File: src/rtl/bp_table_clear_ctrl.sv
// bp_table_clear_ctrl: sweeps the branch predictor tables invalid after reset and on flush,
// and otherwise hands the RAM write ports to execution-stage predictor updates.
module bp_table_clear_ctrl #(
  parameter  int ENTRIES = 512,
  parameter  int WAYS    = 2,
  parameter  int ENTRY_W = 40,
  localparam int ADDR_W  = $clog2(ENTRIES)
) (
  input  logic                     clk,
  input  logic                     rst,
  input  logic                     flush_req,
  output logic                     flush_ack,
  output logic                     busy,
  output logic                     predict_en,
  input  logic                     upd_valid,
  input  logic [WAYS-1:0]          upd_way,
  input  logic [WAYS*ADDR_W-1:0]   upd_addr,
  input  logic [ENTRY_W-1:0]       upd_data,
  output logic                     upd_dropped,
  output logic [WAYS-1:0]          ram_we,
  output logic [WAYS*ADDR_W-1:0]   ram_addr,
  output logic [ENTRY_W-1:0]       ram_wdata
);
  localparam logic [1:0] S_INIT  = 2'd0;
  localparam logic [1:0] S_CLEAR = 2'd1;
  localparam logic [1:0] S_IDLE  = 2'd2;
  localparam logic [ADDR_W-1:0] LAST = ADDR_W'(ENTRIES - 1);
  logic [1:0]        state;
  logic [ADDR_W-1:0] cnt;
  logic              clearing;
  logic              idle;
  logic              sweep_done;
  assign clearing   = state == S_CLEAR;
  assign idle       = state == S_IDLE;
  // a flush on the last sweep cycle restarts the sweep, so it must not count as completion
  assign sweep_done = clearing && cnt == LAST && !flush_req;
  always_ff @(posedge clk or negedge rst)
    if (!rst) begin
      state     <= S_INIT;
      cnt       <= '0;
      flush_ack <= 1'b0;
    end else begin
      flush_ack <= sweep_done;
      if ((!clearing && !idle) || (flush_req && (clearing || idle))) begin
        state <= S_CLEAR;
        cnt   <= '0;
      end else if (sweep_done) begin
        state <= S_IDLE;
        cnt   <= '0;
      end else if (clearing)
        cnt <= cnt + ADDR_W'(1);
    end
  assign busy        = !idle;
  assign predict_en  = idle;
  assign upd_dropped = upd_valid && busy;
  assign ram_we      = clearing ? {WAYS{1'b1}} : idle ? (upd_way & {WAYS{upd_valid}}) : '0;
  assign ram_addr    = clearing ? {WAYS{cnt}} : upd_addr;
  assign ram_wdata   = clearing ? '0 : upd_data;
endmodule

File: config.mk
export PLATFORM = sky130hd
export DESIGN_NAME = bp_table_clear_ctrl
export DESIGN_NICKNAME = d
export VERILOG_FILES = /design/src/rtl/bp_table_clear_ctrl.sv
export SDC_FILE = /design/constraint.sdc
export NUM_CORES = 1
export LEC_CHECK = 0
export ABC_AREA = 1
export CAP_MARGIN = 20
export CORE_MARGIN = 2
export CORE_UTILIZATION = 26
export CTS_CLUSTER_DIAMETER = 100
export CTS_CLUSTER_SIZE = 8
export DETAILED_ROUTE_END_ITERATION = 12
export PLACE_DENSITY_LB_ADDON = 0.12
export SYNTH_ARGS = -nofsm -noshare
export SYNTH_HDL_FRONTEND = slang
export SYNTH_SLANG_ARGS = --single-unit
File: constraint.sdc
create_clock -name clk -period 1.7 [get_ports clk]
set_clock_uncertainty 0.2 [all_clocks]
set_input_delay 0.34 -clock clk [delete_from_list [all_inputs] [get_ports clk]]
set_output_delay 0.34 -clock clk [all_outputs]
set_load 0.01 [all_outputs]
# After elaboration in Yosys (flattened, before gate mapping)
# Index checks and enable logic that the tools add are counted.
dict set report word_totals {
  reg_bits 12
  latch_bits 0
  ramBits 0
  mem_bits_ro 0
  input_bits 64
  out_inout_bits 64
  wordCells 29
  memories 0
}
dict set report op_classes {
  addsub 1
  mul 0
  n_div 0
  order_cmp 0
  n_eq_ne 3
  n_shift 0
  muxes 9
  n_bitwise 1
  n_reduce_logical 12
}
# cell count
set op_table {}
lappend op_table {{2-to-1 mux 40 bit} 1}
lappend op_table {{2-to-1 mux 9 bit} 3}
lappend op_table {{2-to-1 mux 18 bit} 1}
lappend op_table {{adder 9 x 1 -> 9 bit, second input constant} 1}
lappend op_table {{equality test 9 bit, second input constant} 1}
lappend op_table {{2-to-1 mux 2 bit} 4}
lappend op_table {{logical AND 1 bit} 5}
lappend op_table {{logical NOT 1 bit} 3}
lappend op_table {{nonzero test 3 bit} 1}
lappend op_table {{AND 2 bit} 1}
lappend op_table {{equality test 2 x 1 -> 1 bit, second input constant} 1}
lappend op_table {{equality test 2 bit, second input constant} 1}
lappend op_table {{logical OR 1 bit} 2}
lappend op_table {{nonzero test 2 bit} 1}

# Depth between registers and ports, before layout
dict set report depth {
  ltp_word 5
  mapped_depth 11
}

# Worst setup path before layout
# No wires, ideal clock.
dict set report synth_path {
  kind {reg2reg}
  from {register cnt[0]}
  to {register cnt[6]}
  setup_time_ns 0.113
  arrival_time_ns 1.477
  path_slack_ns -0.090
  stages_incl_launch_ff 12
  n_path_buf 0
  cell_sequence {dfrtp_1 > ha_1 > nand2_1 > nor4_1 > ha_1 > nand2_1 > nand2_1 > inv_2 > nand2_1 > o21ai_0 > nand2_1 > inv_1}
}
dict set report synth_via {
  elab_chain_len 5
  word_cells_on_any_way 8
}
# element line
set synth_rtl {}
lappend synth_rtl {{start, declared} 29} ;# logic [ADDR_W-1:0] cnt;
lappend synth_rtl {{start signal, assigned} 51} ;# cnt <= cnt + ADDR_W'(1);
lappend synth_rtl {{parallel branches: the longest is 5 deep, another holds adder 9 x 1 -> 9 bit} --}
# Several ways; the timed one is not identified. The select of a mux whose other input is x is not followed.
# A chain may end at the register's enable or synchronous reset.

# Worst setup path in the final report
dict set report layout_path {
  from {register state[1]}
  to {output ram_addr[5]}
}
dict set report layout_via {
  elab_chain_len 2
}
# element line
set layout_rtl {}
lappend layout_rtl {{start, declared} 28} ;# logic [1:0] state;
lappend layout_rtl {{start signal, assigned} 39} ;# state <= S_INIT;
lappend layout_rtl {{start signal, assigned} 45} ;# state <= S_CLEAR;
lappend layout_rtl {{start signal, assigned} 48} ;# state <= S_IDLE;
lappend layout_rtl {{equality test 2 x 1 -> 1 bit} 33} ;# assign clearing = state == S_CLEAR;
lappend layout_rtl {{2-to-1 mux 18 bit} 57} ;# assign ram_addr = clearing ? {WAYS{cnt}} : upd_addr;
lappend layout_rtl {{end, declared} 21} ;# output logic [WAYS*ADDR_W-1:0] ram_addr,
# Every way passes these cells.

==> results.md <==
* GRT Total Usage at 16.5%
* Clk sink count at 12
* Top FF cell, synth: dfrtp_1
* Least-Margin Pin Slew at 258 ps
* Clk slew on worst S/H paths at 50 ps
* Vias at 1,817
* Setup CP Type: reg -> out
* Synth area leaders: dfrtp_1 (25%), nand2_1 (21%), inv_1 (17%), nor2_1 (16%), nand3_1 (4.6%)
* Asr flop ratio synth at 100%
* PortBufs at 127
* Max_slew headroom at 82.7%
* Root buffer cell: clkbuf_8
* Hold Path Class: in -> async
* Pre-CTS WS at -357 ps
* Die height at 71.6 um
* Fmax at 521 MHz
* Final wirelength at 4.52 mm
* Starting Density at 27.1%
* Area of the multi-input gates at 826 um2
* Cell Area, Synth at 1190 um2
* Tcrit/Tclk final at 113%
* Initial antenna violation count at 0
* Clock latency on the worst-skew pair at 230 ps
* Post-DP HPWL at 3.44 mm
* Mapped Nets at 289
* Syn Inst Count at 221
* Yosys top cell area share at 25.3%
* Crit path DAT at 1380 ps
* Synth cell types at 17
* Register area share after synthesis at 25.3%
* CP required at 1160 ps
* GRT overflow at 0
* Number of fill cells in the layout at 392
* Maximum vdd ir drop at 0.264 mV
* Failing checks: negative setup slack
* Row count at 24
* Crit start category: flip-flop
* MaxCap Viol Count at 0
* Cell with the most instances after synthesis: nand2_1
* ANT cells at 0
* Largest net degree at the start of global routing at 22
* Final Hold Vio Count at 0
* Routed Antenna Nets at 0
* Final nets at 443
* Register area at 300 um2
* IO Pins at 128
* Number of synthesized flops with an enable pin at 0
* CTS Hold Bufs at 0
* Critical path capture point type: output port
* P per Cell Area at 315 nW/um2
* Die Span X at 71.6 um
* Drt drc at 0
* Mean post-synth cell area at 5.37 um2
* RSZ-0062 raised after global routing: yes
* Top cells by count, synth: nand2_1 (66), inv_1 (54), nor2_1 (51)
* Status: complete, but fails checks
* Layout cells sized above 1 at 39.0%
* Warnings, synthesis at 0
* Max clock buf depth at 2
* Drt wl/cell at 10.6 um
* Core outline area at 4380 um2
* # setup viols final at 70
* Area Growth Syn to Fin at 133%
* Initial DRC count at 35
* CP Max Fanout at 7
* Number of global-route vias before repair at 1,748
* CTS tree: done
* Final Critical Period at 1920 ps
* Lkg Pwr at 1.63 nW
* Cell taking the most area after synthesis: dfrtp_1
* Slew Limit Fails at 0
* Placer Congestion at 0.778
* Final core occ at 63.2%
* Die Area at 5120 um2
* H-tree Lvls at 1
* Drt first pass iters at 4
* Post-route worst setup slack at -219 ps
* Total CTS buffers at 3
* Yosys reg bits at 12
* Overall power at 0.873 mW
* Drt via density at 4.27
* First-pass GRT wire length at 7.09 mm
[worst max-delay path, stage by stage (launching register included)]
cell and delay [ps]:
dfrtp_1 380, inv_2 80, ha_4 230, inv_6 60, clkbuf_16 160, nand2_2 50
nand2_1 50, buf_2 140
[layout by cell type, fill, tap and decap left out, types with 7 or more instances in the layout]
| master | count |
|---|---|
| buf_2 | 57 |
| dfrtp_1 | 12 |
| nand2_1 | 38 |
| inv_1 | 53 |
| nand2_2 | 23 |
| nor2_1 | 43 |
| nand3_1 | 10 |
| nor2_2 | 7 |
| clkdlybuf4s50_1 | 64 |
| buf_6 | 8 |
| buf_4 | 19 |
[report_power, final]
group / total [mW] / internal, mW / switching [mW]
sequential: 0.297 / 0.292 / 0.00516
clock: 0.303 / 0.204 / 0.0988
combinational: 0.273 / 0.182 / 0.0907
total: 0.873 / 0.678 / 0.195
[cells by family after synthesis]
group           Yosys count  share of synthesized area [%]
flops                    12                           25.3
simple gates            132                           44.6
fa+ha+maj                 4                           4.22
buf+inv                  65                           22.1
compound gates            7                           2.95
mux                       1                          0.843
[sequential cells by signal, indices dropped and copies added (netlist names)]
| name | count |
|---|---|
| cnt | 9 |
| state | 2 |
| flush_ack | 1 |
[path summary, 6_finish.rpt]
check / start / endpoint / slack, ps / cells past startpoint
setup / recovery: state[1]$_DFFE_PN0P_ / ram_addr[5] / -220 / 7
hold / removal: rst / cnt[4]$_DFFE_PN0P_ / 210 / 2
setup reg to reg: cnt[0]$_DFFE_PN0P_ / cnt[6]$_DFFE_PN0P_ / -110 / 11
hold reg to reg: cnt[8]$_DFFE_PN0P_ / cnt[8]$_DFFE_PN0P_ / 360 / 2
max in group asynchronous: rst / cnt[2]$_DFFE_PN0P_ / 940 / 2
min in group clk: cnt[8]$_DFFE_PN0P_ / cnt[8]$_DFFE_PN0P_ / 360 / 2
[stage by stage]
stage | setup TNS, ps | area (um2) | hold WS (ps) | std cells
final | -8990 | 2770 | 206 | 426
after floorplan | -2.15 | 1190 | -156 | 221
after CTS | -7380 | 2540 | 215 | 419
after global routing | -14620 | 2770 | 219 | 426
after global placement | -19400 | 2660 | 336 | 412
after detailed placement | -20380 | 2660 | 350 | 412
[area by class of cell]
class | instances | share of cell area, %
timing repair buffer | 157 | 47.2
sequential | 12 | 10.8
tap | 52 | 2.35
clock buffer | 4 | 1.99
multi-input combinational | 145 | 29.8
inverter | 56 | 7.86
[what timing repair did]
| action | CTS | global route |
|---|---|---|
| gates cloned | 1 | 2 |
| buffers inserted | 3 | 5 |
| endpoints found under the setup margin | 72 | 73 |
| resized for setup | 270 | 53 |
| pin swaps | 4 | 9 |
[layer usage]
layer	share of wire, %	routed length (um)	track usage [%]	up-vias
li1	-	-	-	936
met1	40	1790	19.8	773
met2	48	2170	29.0	106
met3	12	540	5.77	2
met4	0.38	17	2.73	0
met5	0	0	0	-
No activity file was read; power rests on OpenSTA's default activity.
